===== config.mk =====
export PLATFORM = sky130hd
export DESIGN_NAME = instr_mem_ctrl
export DESIGN_NICKNAME = d
export VERILOG_FILES = /design/src/rtl/instr_mem_ctrl.sv
export SDC_FILE = /design/constraint.sdc
export NUM_CORES = 1
export LEC_CHECK = 0
export BUFFER_PORTS_ARGS = -buffer_cell sky130_fd_sc_hd__buf_2
export CORE_ASPECT_RATIO = 0.7
export CORE_MARGIN = 4
export CORE_UTILIZATION = 25
export CTS_CLUSTER_DIAMETER = 200
export CTS_CLUSTER_SIZE = 12
export DETAILED_ROUTE_END_ITERATION = 6
export SLEW_MARGIN = 25
export SYNTH_ARGS = -nofsm -noshare
export SYNTH_HDL_FRONTEND = slang
export SYNTH_SLANG_ARGS = --single-unit

===== constraint.sdc =====
create_clock -name clk -period 2.3 [get_ports clk]
set_clock_uncertainty 0.05 [all_clocks]
set_input_delay 0.46 -clock clk [delete_from_list [all_inputs] [get_ports clk]]
set_output_delay 0.46 -clock clk [all_outputs]
set_load 0.005 [all_outputs]

===== src/rtl/instr_mem_ctrl.sv =====
// Writable instruction memory with load/run/drain mode control.
// Serves registered fetches over valid/ready with 1-cycle latency.
//
// Ports:
//   clk, rst_n         clock, async active-low reset
//   prog_en            level request for load mode
//   prog_we            write strobe (honoured in LOAD only)
//   prog_addr/data     write address / data
//   prog_done          pulse: loading complete, go to RUN
//   fetch_req/addr     fetch request and PC
//   fetch_gnt          fetch accepted this cycle (combinational)
//   instr_valid        output register holds a fetched word
//   instr/instr_addr   fetched word and the address it came from
//   instr_ready        consumer accepts instr this cycle
//   mode               00 LOAD, 01 RUN, 10 DRAIN
//   wr_count           writes accepted since LOAD entry, saturating
//   err                sticky error flag
module instr_mem_ctrl #(
    parameter int                 ADDR_W   = 5,
    parameter int                 DATA_W   = 8,
    parameter int                 DEPTH    = 32,
    parameter logic [DATA_W-1:0]  NOP_WORD = '0
) (
    input  logic              clk,
    input  logic              rst_n,
    input  logic              prog_en,
    input  logic              prog_we,
    input  logic [ADDR_W-1:0] prog_addr,
    input  logic [DATA_W-1:0] prog_data,
    input  logic              prog_done,
    input  logic              fetch_req,
    input  logic [ADDR_W-1:0] fetch_addr,
    output logic              fetch_gnt,
    output logic              instr_valid,
    output logic [DATA_W-1:0] instr,
    output logic [ADDR_W-1:0] instr_addr,
    input  logic              instr_ready,
    output logic [1:0]        mode,
    output logic [ADDR_W:0]   wr_count,
    output logic              err
);

    localparam int IDX_W = (DEPTH > 1) ? $clog2(DEPTH) : 1;
    localparam logic [ADDR_W:0] DEPTH_V = (ADDR_W+1)'(DEPTH);

    typedef enum logic [1:0] {
        S_LOAD  = 2'b00,
        S_RUN   = 2'b01,
        S_DRAIN = 2'b10
    } state_t;

    state_t state;

    logic [DATA_W-1:0] mem [DEPTH];

    logic in_load;
    logic in_run;
    logic in_drain;
    logic wr_in_range;
    logic rd_in_range;
    logic mem_wr;
    logic wr_sat;
    logic drain_exit;
    logic err_set;
    logic [DATA_W-1:0] rd_word;

    assign in_load  = (state == S_LOAD);
    assign in_run   = (state == S_RUN);
    assign in_drain = (state == S_DRAIN);

    // Widen by one bit so DEPTH == 2**ADDR_W compares correctly.
    assign wr_in_range = ({1'b0, prog_addr} < DEPTH_V);
    assign rd_in_range = ({1'b0, fetch_addr} < DEPTH_V);

    assign mem_wr = in_load & prog_we & wr_in_range;
    assign wr_sat = &wr_count;

    assign fetch_gnt = in_run & fetch_req & (~instr_valid | instr_ready);

    // Leave DRAIN once nothing is held or the held word is taken now.
    assign drain_exit = in_drain & (~instr_valid | instr_ready);

    // Any strobe that does not land is an error, as is a fetch
    // granted to an unimplemented address.
    assign err_set = (prog_we & ~mem_wr) | (fetch_gnt & ~rd_in_range);

    assign rd_word = rd_in_range ? mem[fetch_addr[IDX_W-1:0]] : NOP_WORD;

    assign mode = state;

    always_ff @(posedge clk or negedge rst_n) begin
        if (!rst_n) begin
            for (int i = 0; i < DEPTH; i++) begin
                mem[i] <= NOP_WORD;
            end
        end else if (mem_wr) begin
            mem[prog_addr[IDX_W-1:0]] <= prog_data;
        end
    end

    always_ff @(posedge clk or negedge rst_n) begin
        if (!rst_n) begin
            state       <= S_LOAD;
            instr_valid <= 1'b0;
            instr       <= NOP_WORD;
            instr_addr  <= '0;
            wr_count    <= '0;
        end else begin
            unique case (state)
                S_LOAD: begin
                    if (mem_wr && !wr_sat) begin
                        wr_count <= wr_count + 1'b1;
                    end
                    if (prog_done) begin
                        state <= S_RUN;
                    end
                end
                S_RUN: begin
                    if (fetch_gnt) begin
                        instr       <= rd_word;
                        instr_addr  <= fetch_addr;
                        instr_valid <= 1'b1;
                    end else if (instr_ready) begin
                        instr_valid <= 1'b0;
                    end
                    if (prog_en) begin
                        state <= S_DRAIN;
                    end
                end
                S_DRAIN: begin
                    if (drain_exit) begin
                        state       <= S_LOAD;
                        instr_valid <= 1'b0;
                        wr_count    <= '0;
                    end
                end
                default: begin
                    state       <= S_LOAD;
                    instr_valid <= 1'b0;
                    wr_count    <= '0;
                end
            endcase
        end
    end

    always_ff @(posedge clk or negedge rst_n) begin
        if (!rst_n) begin
            err <= 1'b0;
        end else if (err_set) begin
            err <= 1'b1;
        end
    end

endmodule


==> impl_metrics.json <==
{
  "critical_path.startpoint_type": "flop",
  "design.portCount": 49,
  "post_synth_num_cell_types": 45,
  "post-route-period-util_pct": 96.0,
  "placeableCoreArea_mm2": 0.0511,
  "crit_buf_inv": 3,
  "final_hold_viol_count": 0,
  "viasPerCell": 4.73,
  "cts_buffer_depth": 3,
  "antenna_violations_before_repair": 0,
  "fp.dieH_um": 199,
  "synth_edf_count": 0,
  "first_global_vias": 8070,
  "clock_tree.htree_level_count": 1,
  "placedInstanceArea_mm2": 0.0145,
  "cts_inserted_buffers": 27,
  "grt_setup_unrepaired": "false",
  "crit_type": "reg -> out",
  "path_delay_family": "flip-flops",
  "ys_ff_latch": 279,
  "seq_area_frac_synth_pct": 53.7,
  "timing.critical_path.fanout_max": 12,
  "route.antenna.remaining_nets": 0,
  "p_per_area_mw_per_mm2": 946,
  "design_area_mm2": 0.0152,
  "detail_route.iter0.violations": 525,
  "dr_total_vias": 7807,
  "drt-pass1-iter-count": 5,
  "outcome": "completed",
  "report.final.slew_viol_count": 0,
  "r2r_setup_slk_ns": 0.10,
  "cp_slowest_stage_delay_ns": 0.38,
  "area_taken_by_multi_input_logic_gates_mm2": 0.00569,
  "grt-ovfl-total": 0,
  "totalWireLength_mm": 33.7,
  "clk_pin_slew_worst_paths_ns": 0.07,
  "worst_max_slew_pin_slew_ns": 0.771,
  "layout-drive-gt1-share_pct": 48.2,
  "portBuffers": 48,
  "antenna_cells": 0,
  "fp.dieArea_mm2": 0.0558,
  "endpoint_kind": "primary output",
  "cts_sinks": 279,
  "root_buffer": "clkbuf_16",
  "synthesis.area_mm2": 0.0130,
  "fin_crit_ns": 2.21,
  "grt_max_degree": 89,
  "crit_path_top_delay_cell": "dfrtp_1",
  "placement_rows": 69,
  "fmax_mhz": 453,
  "cts_tree": "built",
  "detailedPlacementHpwl_mm": 23.4,
  "hold_class": "in -> reg",
  "crit_cells": 5,
  "final-seq-area_mm2": 0.00698,
  "wl_per_cell_um": 20.4,
  "cells_along_the_critical_path": "buf_4 > nand3b_1 > nand2b_4 > inv_8 > buf_2",
  "global_route.usage.total_pct": 12.1,
  "fillers": 5117,
  "async_reset_ff_share_pct": 100,
  "total_power_w": 0.0144,
  "synth_warnings": 0,
  "global_placer_s_final_weighted_congestion": 0.818,
  "slew-limit-headroom_pct": 48.6,
  "min_path_cells": 2,
  "worstPathRequired_ns": 1.79,
  "ff2ff_path_depth": 5,
  "worstPathArrival_ns": 1.70,
  "whs_ns": 0.0463,
  "synthFlopType": "dfrtp_1",
  "avgSynthCellArea_um2": 14.5,
  "nets": 1004,
  "mappedNetlistNets": 920,
  "detail_route.drc_violations": 0,
  "max_cap_viol_count": 0,
  "wire_length_of_the_first_global_routing_pass_mm": 51.8,
  "finalSetupViolations": 0,
  "clock_insertion_delay_worst_skew_ns": 0.55,
  "p_leak_nw": 7.16,
  "floorplan.initialDensity_pct": 25.4,
  "areaGrowthSynthToFinish_pct": 17.1,
  "floorplan.die.width_um": 281,
  "synthCells": 894,
  "irDropWorstVdd_v": 0.000476
}
registers in the layout, summed over array words and instances, names as in the netlist:
signal,flops
instr_addr,5
instr,8
mem,256
wr_count,6
instr_valid,1
err,1
mode,2
logic make-up after synthesis:
| logic type | share of synthesized area (%) |
|---|---|
| xor gates and xnor gates | 0.135 |
| and+or+nand+nor | 5.49 |
| DFF | 53.7 |
| adders and majority gates | 0.0962 |
| buffers and inverters | 2.64 |
| AOI/OAI and AO/OA | 3.92 |
| muxes | 34.0 |
worst paths after layout:
path	to	startpoint
setup / recovery	fetch_gnt	mode[1]
hold / removal	mode[0]	prog_en
setup reg to reg	mem[252]	mode[0]
hold reg to reg	err	err
max in group asynchronous	mem[137]	rst_n
min in group asynchronous	mem[58]	rst_n
per-stage QoR:
stage                     setup slack [ns]  std cells  TNS, ns  util [%]
after CTS                          0.00570       1650        0      29.8
after floorplan                      0.212        894        0         -
final                               0.0912       1651        0      29.8
after global routing                0.0163       1651        0      29.8
after detailed placement            -0.208       1621    -1.68      28.4
after global placement              -0.168       1621    -1.13      28.4
cells in the final DEF (no fill, tap or decap), drive strengths merged, types with 2 or more instances in the layout:
cell,Yosys,routed
dfrtp,279,279
o21a,2,2
xnor2,2,2
a22oi,16,16
nor3,9,9
nand2b,5,5
or3b,4,4
o21ai,7,7
and3,2,2
nor2,26,26
clkbuf,33,27
nand3,5,5
nor3b,4,4
a211oi,3,3
nand4,2,2
mux2i,64,64
o22ai,8,8
a21oi,11,11
nand3b,6,6
nor2b,4,4
and3b,3,3
buf,29,116
mux4,36,36
a22o,9,9
o41ai,4,4
nand2,43,43
a221oi,8,8
inv,1,2
mux2,264,264
metal layers:
layer / vias up / GRT usage (%) / part of all wire [%]
met5: - / 0 / 0
met4: 0 / 1.69 / 1.3
met3: 36 / 3.09 / 6.1
met2: 171 / 17.2 / 41
met1: 4139 / 18.7 / 51
li1: 3461 / - / -
repair_timing:
action,4_1_cts,5_1_grt
hold buffers,1,0
buffers inserted,0,1
gates resized for setup,4,2
setup endpoints to repair,1,1
endpoints found under the hold margin,34,0
area by class of cell:
class                   instances  share of cell area (%)
flip-flops and latches        279                    45.9
multi-input cells             552                    37.4
repair buffers                117                    6.64
well taps                     674                    5.54
clock buffers                  27                    4.44
clock inverters                 1                  0.0740
inverters                       1                  0.0740
report_power, final:
group	total, W	switching, W	internal [W]
clock network	0.00391	0.00184	0.00207
logic	0.00336	0.00145	0.00191
registers	0.00713	0.000812	0.00632
cell usage after synthesis (2+ instances only):
cell type	number	share of area [%]
a211oi_1	3	0.17
a21oi_1	11	0.42
a221oi_1	6	0.40
a221oi_2	2	0.23
a22o_1	9	0.61
a22oi_1	16	0.92
and3_1	2	0.096
and3b_1	3	0.20
buf_1	3	0.087
buf_2	10	0.38
buf_4	7	0.40
buf_6	9	0.78
clkbuf_1	33	0.95
dfrtp_1	279	54
mux2_2	264	23
mux2i_1	64	4.9
mux4_2	36	6.2
nand2_1	42	1.2
nand2b_1	5	0.24
nand3_1	5	0.19
nand3b_1	6	0.35
nand4_1	2	0.096
nor2_1	11	0.32
nor2_2	8	0.38
nor2_8	7	1.1
nor2b_1	3	0.14
nor3_1	9	0.35
nor3b_1	3	0.17
o21a_1	2	0.12
o21ai_0	7	0.27
o22ai_1	8	0.38
o41ai_1	3	0.20
or3b_2	3	0.20
xnor2_1	2	0.13
(Power assumes the default switching activity.)
